===== config.mk =====
export PLATFORM = sky130hd
export DESIGN_NAME = core_ctrl
export DESIGN_NICKNAME = d
export VERILOG_FILES = /design/src/rtl/core_ctrl_pkg.sv /design/src/rtl/core_ctrl_wdog.sv /design/src/rtl/core_ctrl.sv
export SDC_FILE = /design/constraint.sdc
export NUM_CORES = 1
export LEC_CHECK = 0
export BUFFER_PORTS_ARGS = -buffer_cell sky130_fd_sc_hd__buf_4
export CORE_MARGIN = 1
export CORE_UTILIZATION = 25
export CTS_CLUSTER_DIAMETER = 150
export DETAILED_ROUTE_END_ITERATION = 8
export SKIP_CTS_REPAIR_TIMING = 1
export SYNTH_ARGS = -nofsm -noshare
export SYNTH_HDL_FRONTEND = slang
export SYNTH_SLANG_ARGS = --single-unit
export TNS_END_PERCENT = 50

===== constraint.sdc =====
create_clock -name clk -period 3.5 [get_ports clk]
set_clock_uncertainty 0.05 [all_clocks]
set_input_delay 0.35 -clock clk [delete_from_list [all_inputs] [get_ports clk]]
set_output_delay 0.35 -clock clk [all_outputs]
set_load 0.03 [all_outputs]

===== src/rtl/core_ctrl_pkg.sv =====
`default_nettype none
// ============================================================================
// Module   : core_ctrl_pkg
// Brief    : State encoding, decode-bus bit indices and output codes for core_ctrl
// Revision : 1.0
// ============================================================================
package core_ctrl_pkg;

    typedef enum logic [3:0] {
        S_IDLE     = 4'd0,
        S_FETCH    = 4'd1,
        S_WAIT_I   = 4'd2,
        S_DECODE   = 4'd3,
        S_EXEC     = 4'd4,
        S_MEM_REQ  = 4'd5,
        S_MEM_WAIT = 4'd6,
        S_WB       = 4'd7,
        S_EXC      = 4'd8,
        S_HALT     = 4'd9
    } state_e;

    // opinfo_i one-hot class bits
    localparam int C_OP_ALU    = 0;
    localparam int C_OP_ALUI   = 1;
    localparam int C_OP_ALUW   = 2;
    localparam int C_OP_ALUIW  = 3;
    localparam int C_OP_BRANCH = 4;
    localparam int C_OP_JAL    = 5;
    localparam int C_OP_JALR   = 6;
    localparam int C_OP_LOAD   = 7;
    localparam int C_OP_STORE  = 8;
    localparam int C_OP_LUI    = 9;
    localparam int C_OP_AUIPC  = 10;
    localparam int C_OP_SYS    = 11;

    // load_i / store_i / sys_i bits
    localparam int C_LD_LH  = 1;
    localparam int C_LD_LW  = 2;
    localparam int C_LD_LD  = 3;
    localparam int C_LD_LBU = 4;
    localparam int C_LD_LHU = 5;
    localparam int C_LD_LWU = 6;
    localparam int C_ST_SH  = 1;
    localparam int C_ST_SW  = 2;
    localparam int C_ST_SD  = 3;
    localparam int C_SYS_ECALL  = 0;
    localparam int C_SYS_EBREAK = 1;

    localparam logic [1:0] C_PC_SEQ  = 2'd0;
    localparam logic [1:0] C_PC_BR   = 2'd1;
    localparam logic [1:0] C_PC_JMP  = 2'd2;
    localparam logic [1:0] C_PC_TRAP = 2'd3;

    localparam logic [1:0] C_EXC_ILLEGAL = 2'd0;
    localparam logic [1:0] C_EXC_ECALL   = 2'd1;
    localparam logic [1:0] C_EXC_IFU     = 2'd2;
    localparam logic [1:0] C_EXC_LSU     = 2'd3;

    function automatic logic is_onehot(input logic [15:0] v);
        return (v != 16'd0) && ((v & (v - 16'd1)) == 16'd0);
    endfunction

endpackage
`default_nettype wire


===== src/rtl/core_ctrl_wdog.sv =====
`default_nettype none
// ============================================================================
// Module   : ctrl_wdog
// Brief    : Bus-response watchdog; expires in the (2**TMO_W-1)-th enabled cycle
// Revision : 1.0
// ============================================================================
module ctrl_wdog #(
    parameter int TMO_W = 8
) (
    input  logic clk,
    input  logic rst_n,
    input  logic clr,
    input  logic en,
    output logic expired
);

    // Count holds (cycles waited - 1), so this value marks the last allowed cycle.
    localparam logic [TMO_W-1:0] C_LAST = TMO_W'((2 ** TMO_W) - 2);

    logic [TMO_W-1:0] r_cnt;

    always_ff @(posedge clk) begin
        if (!rst_n || clr) begin
            r_cnt <= '0;
        end else if (en) begin
            r_cnt <= r_cnt + TMO_W'(1);
        end
    end

    assign expired = en && (r_cnt == C_LAST);

endmodule
`default_nettype wire


===== src/rtl/core_ctrl.sv =====
`default_nettype none
// ============================================================================
// Module   : core_ctrl
// Brief    : Multi-cycle fetch/decode/exec/mem/writeback control FSM of the NPC core
// Revision : 1.0
// ============================================================================
module core_ctrl
    import core_ctrl_pkg::*;
#(
    parameter int TMO_W = 8,
    parameter int CNT_W = 64
) (
    input  logic             clk,
    input  logic             rst_n,
    output logic             ifu_req_valid,
    input  logic             ifu_req_ready,
    input  logic             ifu_rsp_valid,
    input  logic             ifu_rsp_err,
    output logic             inst_we,
    input  logic [11:0]      opinfo_i,
    input  logic [6:0]       load_i,
    input  logic [3:0]       store_i,
    input  logic [1:0]       sys_i,
    input  logic             branch_taken_i,
    output logic             lsu_req_valid,
    input  logic             lsu_req_ready,
    output logic             lsu_req_wen,
    output logic [1:0]       lsu_req_size,
    output logic             lsu_req_uns,
    input  logic             lsu_rsp_valid,
    input  logic             lsu_rsp_err,
    output logic             rf_we,
    output logic             pc_we,
    output logic [1:0]       pc_sel,
    output logic             exc_valid,
    output logic [1:0]       exc_cause,
    output logic             halt_o,
    output logic [CNT_W-1:0] mcycle_o,
    output logic [CNT_W-1:0] minstret_o
);

    state_e     r_state;
    state_e     w_next;
    logic       w_exc_set;
    logic [1:0] w_exc_code;
    logic [1:0] r_cause;
    logic [1:0] r_pc_sel;
    logic       r_rf_wr;
    logic       r_is_mem;
    logic       r_is_br;
    logic       r_is_jmp;
    logic       r_wen;
    logic [1:0] r_size;
    logic       r_uns;

    logic       w_illegal;
    logic       w_rf_wr;
    logic [1:0] w_size;
    logic       w_uns;
    logic       w_wait;
    logic       w_tmo;

    assign w_wait = (r_state == S_WAIT_I) || (r_state == S_MEM_WAIT);

    // Held in clear outside the wait states, so every wait starts from zero.
    ctrl_wdog #(
        .TMO_W  (TMO_W)
    ) u_wdog (
        .clk     (clk),
        .rst_n   (rst_n),
        .clr     (!w_wait),
        .en      (w_wait),
        .expired (w_tmo)
    );

    assign w_illegal = !is_onehot(16'(opinfo_i))
                    || (opinfo_i[C_OP_LOAD]  && !is_onehot(16'(load_i)))
                    || (opinfo_i[C_OP_STORE] && !is_onehot(16'(store_i)))
                    || (opinfo_i[C_OP_SYS]   && !is_onehot(16'(sys_i)));

    assign w_rf_wr = opinfo_i[C_OP_ALU]  | opinfo_i[C_OP_ALUI]  | opinfo_i[C_OP_ALUW]
                   | opinfo_i[C_OP_ALUIW] | opinfo_i[C_OP_JAL]  | opinfo_i[C_OP_JALR]
                   | opinfo_i[C_OP_LUI]  | opinfo_i[C_OP_AUIPC] | opinfo_i[C_OP_LOAD];

    always_comb begin
        w_size = 2'd0;
        w_uns  = 1'b0;
        if (opinfo_i[C_OP_STORE]) begin
            w_size[0] = store_i[C_ST_SH] | store_i[C_ST_SD];
            w_size[1] = store_i[C_ST_SW] | store_i[C_ST_SD];
        end else begin
            w_size[0] = load_i[C_LD_LH] | load_i[C_LD_LHU] | load_i[C_LD_LD];
            w_size[1] = load_i[C_LD_LW] | load_i[C_LD_LWU] | load_i[C_LD_LD];
            w_uns     = load_i[C_LD_LBU] | load_i[C_LD_LHU] | load_i[C_LD_LWU];
        end
    end

    always_ff @(posedge clk) begin
        if (!rst_n) begin
            r_state <= S_IDLE;
        end else begin
            r_state <= w_next;
        end
    end

    always_comb begin
        w_next        = r_state;
        w_exc_set     = 1'b0;
        w_exc_code    = C_EXC_ILLEGAL;
        ifu_req_valid = 1'b0;
        inst_we       = 1'b0;
        lsu_req_valid = 1'b0;
        lsu_req_wen   = 1'b0;
        lsu_req_size  = 2'd0;
        lsu_req_uns   = 1'b0;
        rf_we         = 1'b0;
        pc_we         = 1'b0;
        pc_sel        = C_PC_SEQ;
        exc_valid     = 1'b0;
        exc_cause     = 2'd0;
        halt_o        = 1'b0;
        case (r_state)
            S_IDLE: w_next = S_FETCH;
            S_FETCH: begin
                ifu_req_valid = 1'b1;
                if (ifu_req_ready) w_next = S_WAIT_I;
            end
            S_WAIT_I: begin
                // A response arriving in the timeout cycle wins over the watchdog.
                if (ifu_rsp_valid) begin
                    if (ifu_rsp_err) begin
                        w_exc_set  = 1'b1;
                        w_exc_code = C_EXC_IFU;
                        w_next     = S_EXC;
                    end else begin
                        inst_we = 1'b1;
                        w_next  = S_DECODE;
                    end
                end else if (w_tmo) begin
                    w_exc_set  = 1'b1;
                    w_exc_code = C_EXC_IFU;
                    w_next     = S_EXC;
                end
            end
            S_DECODE: begin
                if (w_illegal) begin
                    w_exc_set  = 1'b1;
                    w_exc_code = C_EXC_ILLEGAL;
                    w_next     = S_EXC;
                end else if (opinfo_i[C_OP_SYS] && sys_i[C_SYS_EBREAK]) begin
                    w_next = S_HALT;
                end else if (opinfo_i[C_OP_SYS] && sys_i[C_SYS_ECALL]) begin
                    w_exc_set  = 1'b1;
                    w_exc_code = C_EXC_ECALL;
                    w_next     = S_EXC;
                end else begin
                    w_next = S_EXEC;
                end
            end
            S_EXEC: w_next = r_is_mem ? S_MEM_REQ : S_WB;
            S_MEM_REQ: begin
                lsu_req_valid = 1'b1;
                lsu_req_wen   = r_wen;
                lsu_req_size  = r_size;
                lsu_req_uns   = r_uns;
                if (lsu_req_ready) w_next = S_MEM_WAIT;
            end
            S_MEM_WAIT: begin
                if (lsu_rsp_valid) begin
                    if (lsu_rsp_err) begin
                        w_exc_set  = 1'b1;
                        w_exc_code = C_EXC_LSU;
                        w_next     = S_EXC;
                    end else begin
                        w_next = S_WB;
                    end
                end else if (w_tmo) begin
                    w_exc_set  = 1'b1;
                    w_exc_code = C_EXC_LSU;
                    w_next     = S_EXC;
                end
            end
            S_WB: begin
                rf_we  = r_rf_wr;
                pc_we  = 1'b1;
                pc_sel = r_pc_sel;
                w_next = S_FETCH;
            end
            S_EXC: begin
                pc_we     = 1'b1;
                pc_sel    = C_PC_TRAP;
                exc_valid = 1'b1;
                exc_cause = r_cause;
                w_next    = S_FETCH;
            end
            S_HALT: halt_o = 1'b1;
            default: w_next = S_IDLE;
        endcase
    end

    always_ff @(posedge clk) begin
        if (!rst_n) begin
            r_cause  <= 2'd0;
            r_pc_sel <= C_PC_SEQ;
            r_rf_wr  <= 1'b0;
            r_is_mem <= 1'b0;
            r_is_br  <= 1'b0;
            r_is_jmp <= 1'b0;
            r_wen    <= 1'b0;
            r_size   <= 2'd0;
            r_uns    <= 1'b0;
        end else begin
            if (w_exc_set) r_cause <= w_exc_code;
            if (r_state == S_DECODE) begin
                r_rf_wr  <= w_rf_wr;
                r_is_mem <= opinfo_i[C_OP_LOAD] | opinfo_i[C_OP_STORE];
                r_is_br  <= opinfo_i[C_OP_BRANCH];
                r_is_jmp <= opinfo_i[C_OP_JAL] | opinfo_i[C_OP_JALR];
                r_wen    <= opinfo_i[C_OP_STORE];
                r_size   <= w_size;
                r_uns    <= w_uns & opinfo_i[C_OP_LOAD];
            end
            if (r_state == S_EXEC) begin
                if (r_is_br && branch_taken_i) r_pc_sel <= C_PC_BR;
                else if (r_is_jmp)             r_pc_sel <= C_PC_JMP;
                else                           r_pc_sel <= C_PC_SEQ;
            end
        end
    end

    always_ff @(posedge clk) begin
        if (!rst_n) begin
            mcycle_o   <= '0;
            minstret_o <= '0;
        end else begin
            if (r_state != S_HALT) mcycle_o   <= mcycle_o + CNT_W'(1);
            if (r_state == S_WB)   minstret_o <= minstret_o + CNT_W'(1);
        end
    end

endmodule
`default_nettype wire


After elaboration in Yosys (flattened, before gate mapping)
Cells that the tools add are included. Widths: inputs -> output; s select.

Bits in registers: 152. Bits of input ports: 34. Output and inout port bits: 143. Logic and storage cells: 140.

$add $sub $neg: 7. Equal/unequal tests: 13. Mux-type cells: 49. Bitwise logic cells: 24. Reductions and logical operators: 34.

Operator list (number): $add 64x1->64 const B (2); $logic_not 16->1 (4); $mux 4 (10); $pmux 4 s8 (1); $mux 2 (12); $mux 1 (23); $or 1x1->1 (18); $and 12x16->16 (1); $and 2x16->16 (1); $and 4x16->16 (1); $and 7x16->16 (1); $eq 4x3->1 const B (4); $sub 12x1->13 const B (1); $reduce_bool 12->1 (1); $logic_and 1x1->1 (11); $add 8x1->8 const B (1); $eq 4x2->1 const B (2); $eq 4x4->1 const B (2); $eq 8x8->1 const B (1); $sub 7x1->8 const B (1); $reduce_bool 7->1 (1); $logic_not 1->1 (6); $pmux 2 s3 (1); $logic_or 1x1->1 (5); 15 further kinds (16).

Logic depth before layout (Yosys ltp)
Depth in word-level cells: 11. Depth in mapped cells: 9. Mapped depth without buffers: 8.

Cells and area by module
Synthesis repeated with hierarchy kept, for this count alone.

Cells, all modules: 878. Area total of the unflattened synthesis: 7369.6 um^2.

Modules (own cells, without submodules): core_ctrl (instances 1, cells an instance 836, area an instance 7000.5 um^2, seq. area each 2882.8 um^2); ctrl_wdog (instances 1, cells an instance 42, area an instance 369.1 um^2, seq. area each 160.2 um^2).

Worst setup path before layout
Ideal clock, no wire load.

Path type: reg-to-output. Start: register r_state[1]. End: output exc_cause[0]. Arrival time: 2.328 ns. Data required time: 3.100 ns. Slack: 0.772 ns. Stages on the path, launching flop included: 4. Buffers on the path: 1. Cells stage by stage: dfxtp_1 clkbuf_1 nor4b_1 and2_1.

Longest elaborated chain between the ends: 2.

Ends and longest elaborated chain: from (decl) (RTL line core_ctrl.sv:42) `state_e r_state;`; from (signal assigned) (RTL line core_ctrl.sv:102) `r_state <= w_next;`; $eq 4x4->1 (RTL line core_ctrl.sv:122) `case (r_state)`; $mux 2 (RTL line core_ctrl.sv:122); to (decl) (RTL line core_ctrl.sv:36) `output logic [1:0] exc_cause,`.

Every way passes these cells.

Final worst setup path
Start: register minstret_o[24]. End: register minstret_o[59].

Longest elaborated chain between the ends: 1.

Ends and longest elaborated chain: from (decl) (RTL line core_ctrl.sv:39) `output logic [CNT_W-1:0] minstret_o`; from (signal assigned) (RTL line core_ctrl.sv:237) `if (r_state == S_WB) minstret_o <= minstret_o + CNT_W'(1);`; $add 64x1->64 (RTL line core_ctrl.sv:237).

Every way passes these cells. A chain may end at the register's enable or synchronous reset.

==> flow_summary.toml <==
[timing]
setup_viol = 0
rsz0062_at_grt = "no"
max_freq_ghz = 0.360
finalCritPeriodShare = 0.794
fin_ws_ns = 0.720
hold_violations = 0
maxSlewViolCount = 0
min_period_ns = 2.78
worst_slew_pin_slew_ns = 0.865
slew_headroom = 0.419
hold_ws_ns = 0.147
final.setup.tns_ns = 0

[yosys]
yosysMostFrequentCell = "dfxtp_1"
synth-edff-count = 0
yosysUniqueCellTypes = 61
synth-simple-area-share = 0.334
yosys.area_share.adder = 0.00815
synth_warnings = 0
synth_top_family_by_area = "simple AND/OR/NAND/NOR gates"
synth_area_leader_cell = "dfxtp_1"
syn_area_per_cell_sq_um = 8.41
synth_compound_area_frac = 0.0716
synthArstFlopShare = 0
ys_ff_latch = 152
syn_inst = 876
synthTopCellsByCount = "152 x dfxtp_1, 130 x nor2_1, 67 x xor2_1, 60 x nand2_1, 52 x xnor2_1"
ys.flop_type = "dfxtp_1"
syn-num-nets = 914
syn-cell-area_sq_um = 7370
synthTopCellsByArea = "dfxtp_1 41%, xor2_1 8.0%, nor2_1 6.6%"
synthMuxAreaShare = 0.00272
synthXorXnorAreaFrac = 0.141
synth_top_cell_area_share = 0.413
ys_seq_area_frac = 0.413

[power]
vdd_drop_max_v = 0.000285
powerDensity_nw_per_um2 = 392
power_mw = 3.81
leakagePower_nw = 3.74

[global_route]
grt_max_degree = 71
grt_pass1_wl_um = 34700
antenna_found_initial = 0
grt_pass1_vias = 6720
grt-ovfl-total = 0
track_usage = 0.141

[detailed_routing]
detail_route.vias_per_cell = 4.81
antenna_left = 0
drt_iter0_drc = 394
dr.pass1.iters = 7
wl_per_cell_um = 14.5
drc = 0
routed_wl_um = 21000
via_count = 6940

[finish]
syn2layout_area_growth_pct = 31.7
drive_gt1_frac = 0.225
nets = 1085
finalInstanceArea_sq_um = 9710
antenna_cells = 0
nFillCells = 3038

[die]
rows = 62
core_area_sq_um = 28900
die_area_sq_um = 30200
fp.dieH_um = 174
start_util = 0.255
pin_count = 177
die_x_um = 174

[run_status]
outcome = "complete, no violations"

[clock_network]
cts_buffers = 17
cts.sinks = 152
insertion_delay_ns = 0.43
h-tree-depth = 4
path_clk_slew_ns = 0.07
cts_root_buffer = "clkbuf_16"
cts_buffer_depth = 2
cts_tree = "built"

[worst_hold_path]
hp-class = "primary input to flip-flop"
min_from = "opinfo_i[4]"
hold_end = "r_is_br$_SDFFE_PN0P_"
hold_depth = 3

[critical_path]
ff2ff_setup_slack_ns = 0.72
worstPathMaxFanout = 7
required_ns = 3.79
path_class = "flip-flop to flip-flop"
r2r-end = "minstret_o[59]$_SDFFE_PN0N_"
timing.rr.start = "minstret_o[24]$_SDFFE_PN0N_"
r2r_cells = 6
critPathCaptureType = "flip-flop"
start_kind = "flip-flop"
arrival_ns = 3.07

[place]
dp_hpwl_um = 15300
post-place-ws_ns = 0.744
place.port_buffers = 176
dpl-instance-area_sq_um = 9130
place_congestion = 0.786

[run]
drv_cap = 0
[power breakdown]
part / switching, mW / internal [mW]
sequential: 0.0219 / 1.74
combinational: 0.124 / 0.0774
clock: 0.884 / 0.955
[worst max path at each step]
stage | slack, ns | to | start | cells past startpoint
finish | 0.72 | minstret_o[59]$_SDFFE_PN0N_ | minstret_o[24]$_SDFFE_PN0N_ | 6
global route | 0.50 | minstret_o[59]$_SDFFE_PN0N_ | minstret_o[20]$_SDFFE_PN0N_ | 6
CTS | 0.71 | minstret_o[59]$_SDFFE_PN0N_ | minstret_o[23]$_SDFFE_PN0N_ | 6
detailed placement | 0.74 | minstret_o[59]$_SDFFE_PN0N_ | minstret_o[23]$_SDFFE_PN0N_ | 6
global placement | 0.79 | minstret_o[59]$_SDFFE_PN0N_ | minstret_o[23]$_SDFFE_PN0N_ | 6
floorplan | 0.77 | exc_cause[0] | r_state[1]$_SDFFE_PN0P_ | 3
[worst max-delay path, cell delays in order, from the launching register on]
cell and delay, ns:
dfxtp_1 0.41, and4_1 0.29, nand4_1 0.28, nor3_1 0.69, nand4_1 0.30, or4_1 0.53
a21oi_1 0.15
[layout make-up]
cell class / instances / area, sq um / area share
Clock buffer: 17 / 425 / 0.0438
Clock inverter: 15 / 151 / 0.0156
Inverter: 18 / 70.1 / 0.00722
Multi-Input combinational cell: 670 / 4120 / 0.424
Sequential cell: 152 / 3040 / 0.313
Tap cell: 384 / 480 / 0.0495
Timing Repair Buffer: 188 / 1420 / 0.147
[flip-flops by register name, summed over array words and instances, names as in the netlist]
name          flops
mcycle_o         64
minstret_o       64
r_cause           2
r_is_br           1
r_is_jmp          1
r_is_mem          1
r_pc_sel          2
r_rf_wr           1
r_size            2
r_state           4
r_uns             1
r_wen             1
u_wdog.r_cnt      8
[metal layers]
layer	up-vias	global-route usage	routed length, um
met5	-	0	0
met4	0	0.0537	358
met3	22	0.0344	1200
met2	164	0.224	9650
met1	3300	0.184	9790
li1	3454	-	-
[placed cells by master, fill, tap and decap left out, types with 19 or more instances in the layout]
cell | synthesis | layout
o21ai_0 | 19 | 19
dfxtp_1 | 152 | 152
nand2_1 | 60 | 60
and4_1 | 20 | 20
nor3_1 | 22 | 22
buf_4 | 1 | 187
xnor2_1 | 52 | 52
nor2_1 | 130 | 130
a21oi_1 | 30 | 30
and3_1 | 31 | 31
nor4_1 | 26 | 26
nand4_1 | 51 | 51
and2_1 | 21 | 21
xor2_1 | 67 | 67
nand3_1 | 50 | 50
[stage by stage]
stage / utilization / instances
2_1_floorplan: - / 876
3_3_place_gp: 0.316 / 1412
3_5_place_dp: 0.316 / 1412
4_1_cts: 0.336 / 1444
5_1_grt: 0.336 / 1444
6_report: 0.336 / 1444
[cell families (layout without fill, tap and decap cells)]
logic type / count (synthesis) / in the layout
and+or+nand+nor: 461 / 461
DFF: 152 / 152
xor gates and xnor gates: 119 / 119
AOI/OAI and AO/OA: 83 / 83
buffers and inverters: 54 / 238
adders and majority gates: 5 / 5
muxes: 2 / 2
No activity file was read; power rests on OpenSTA's default activity.
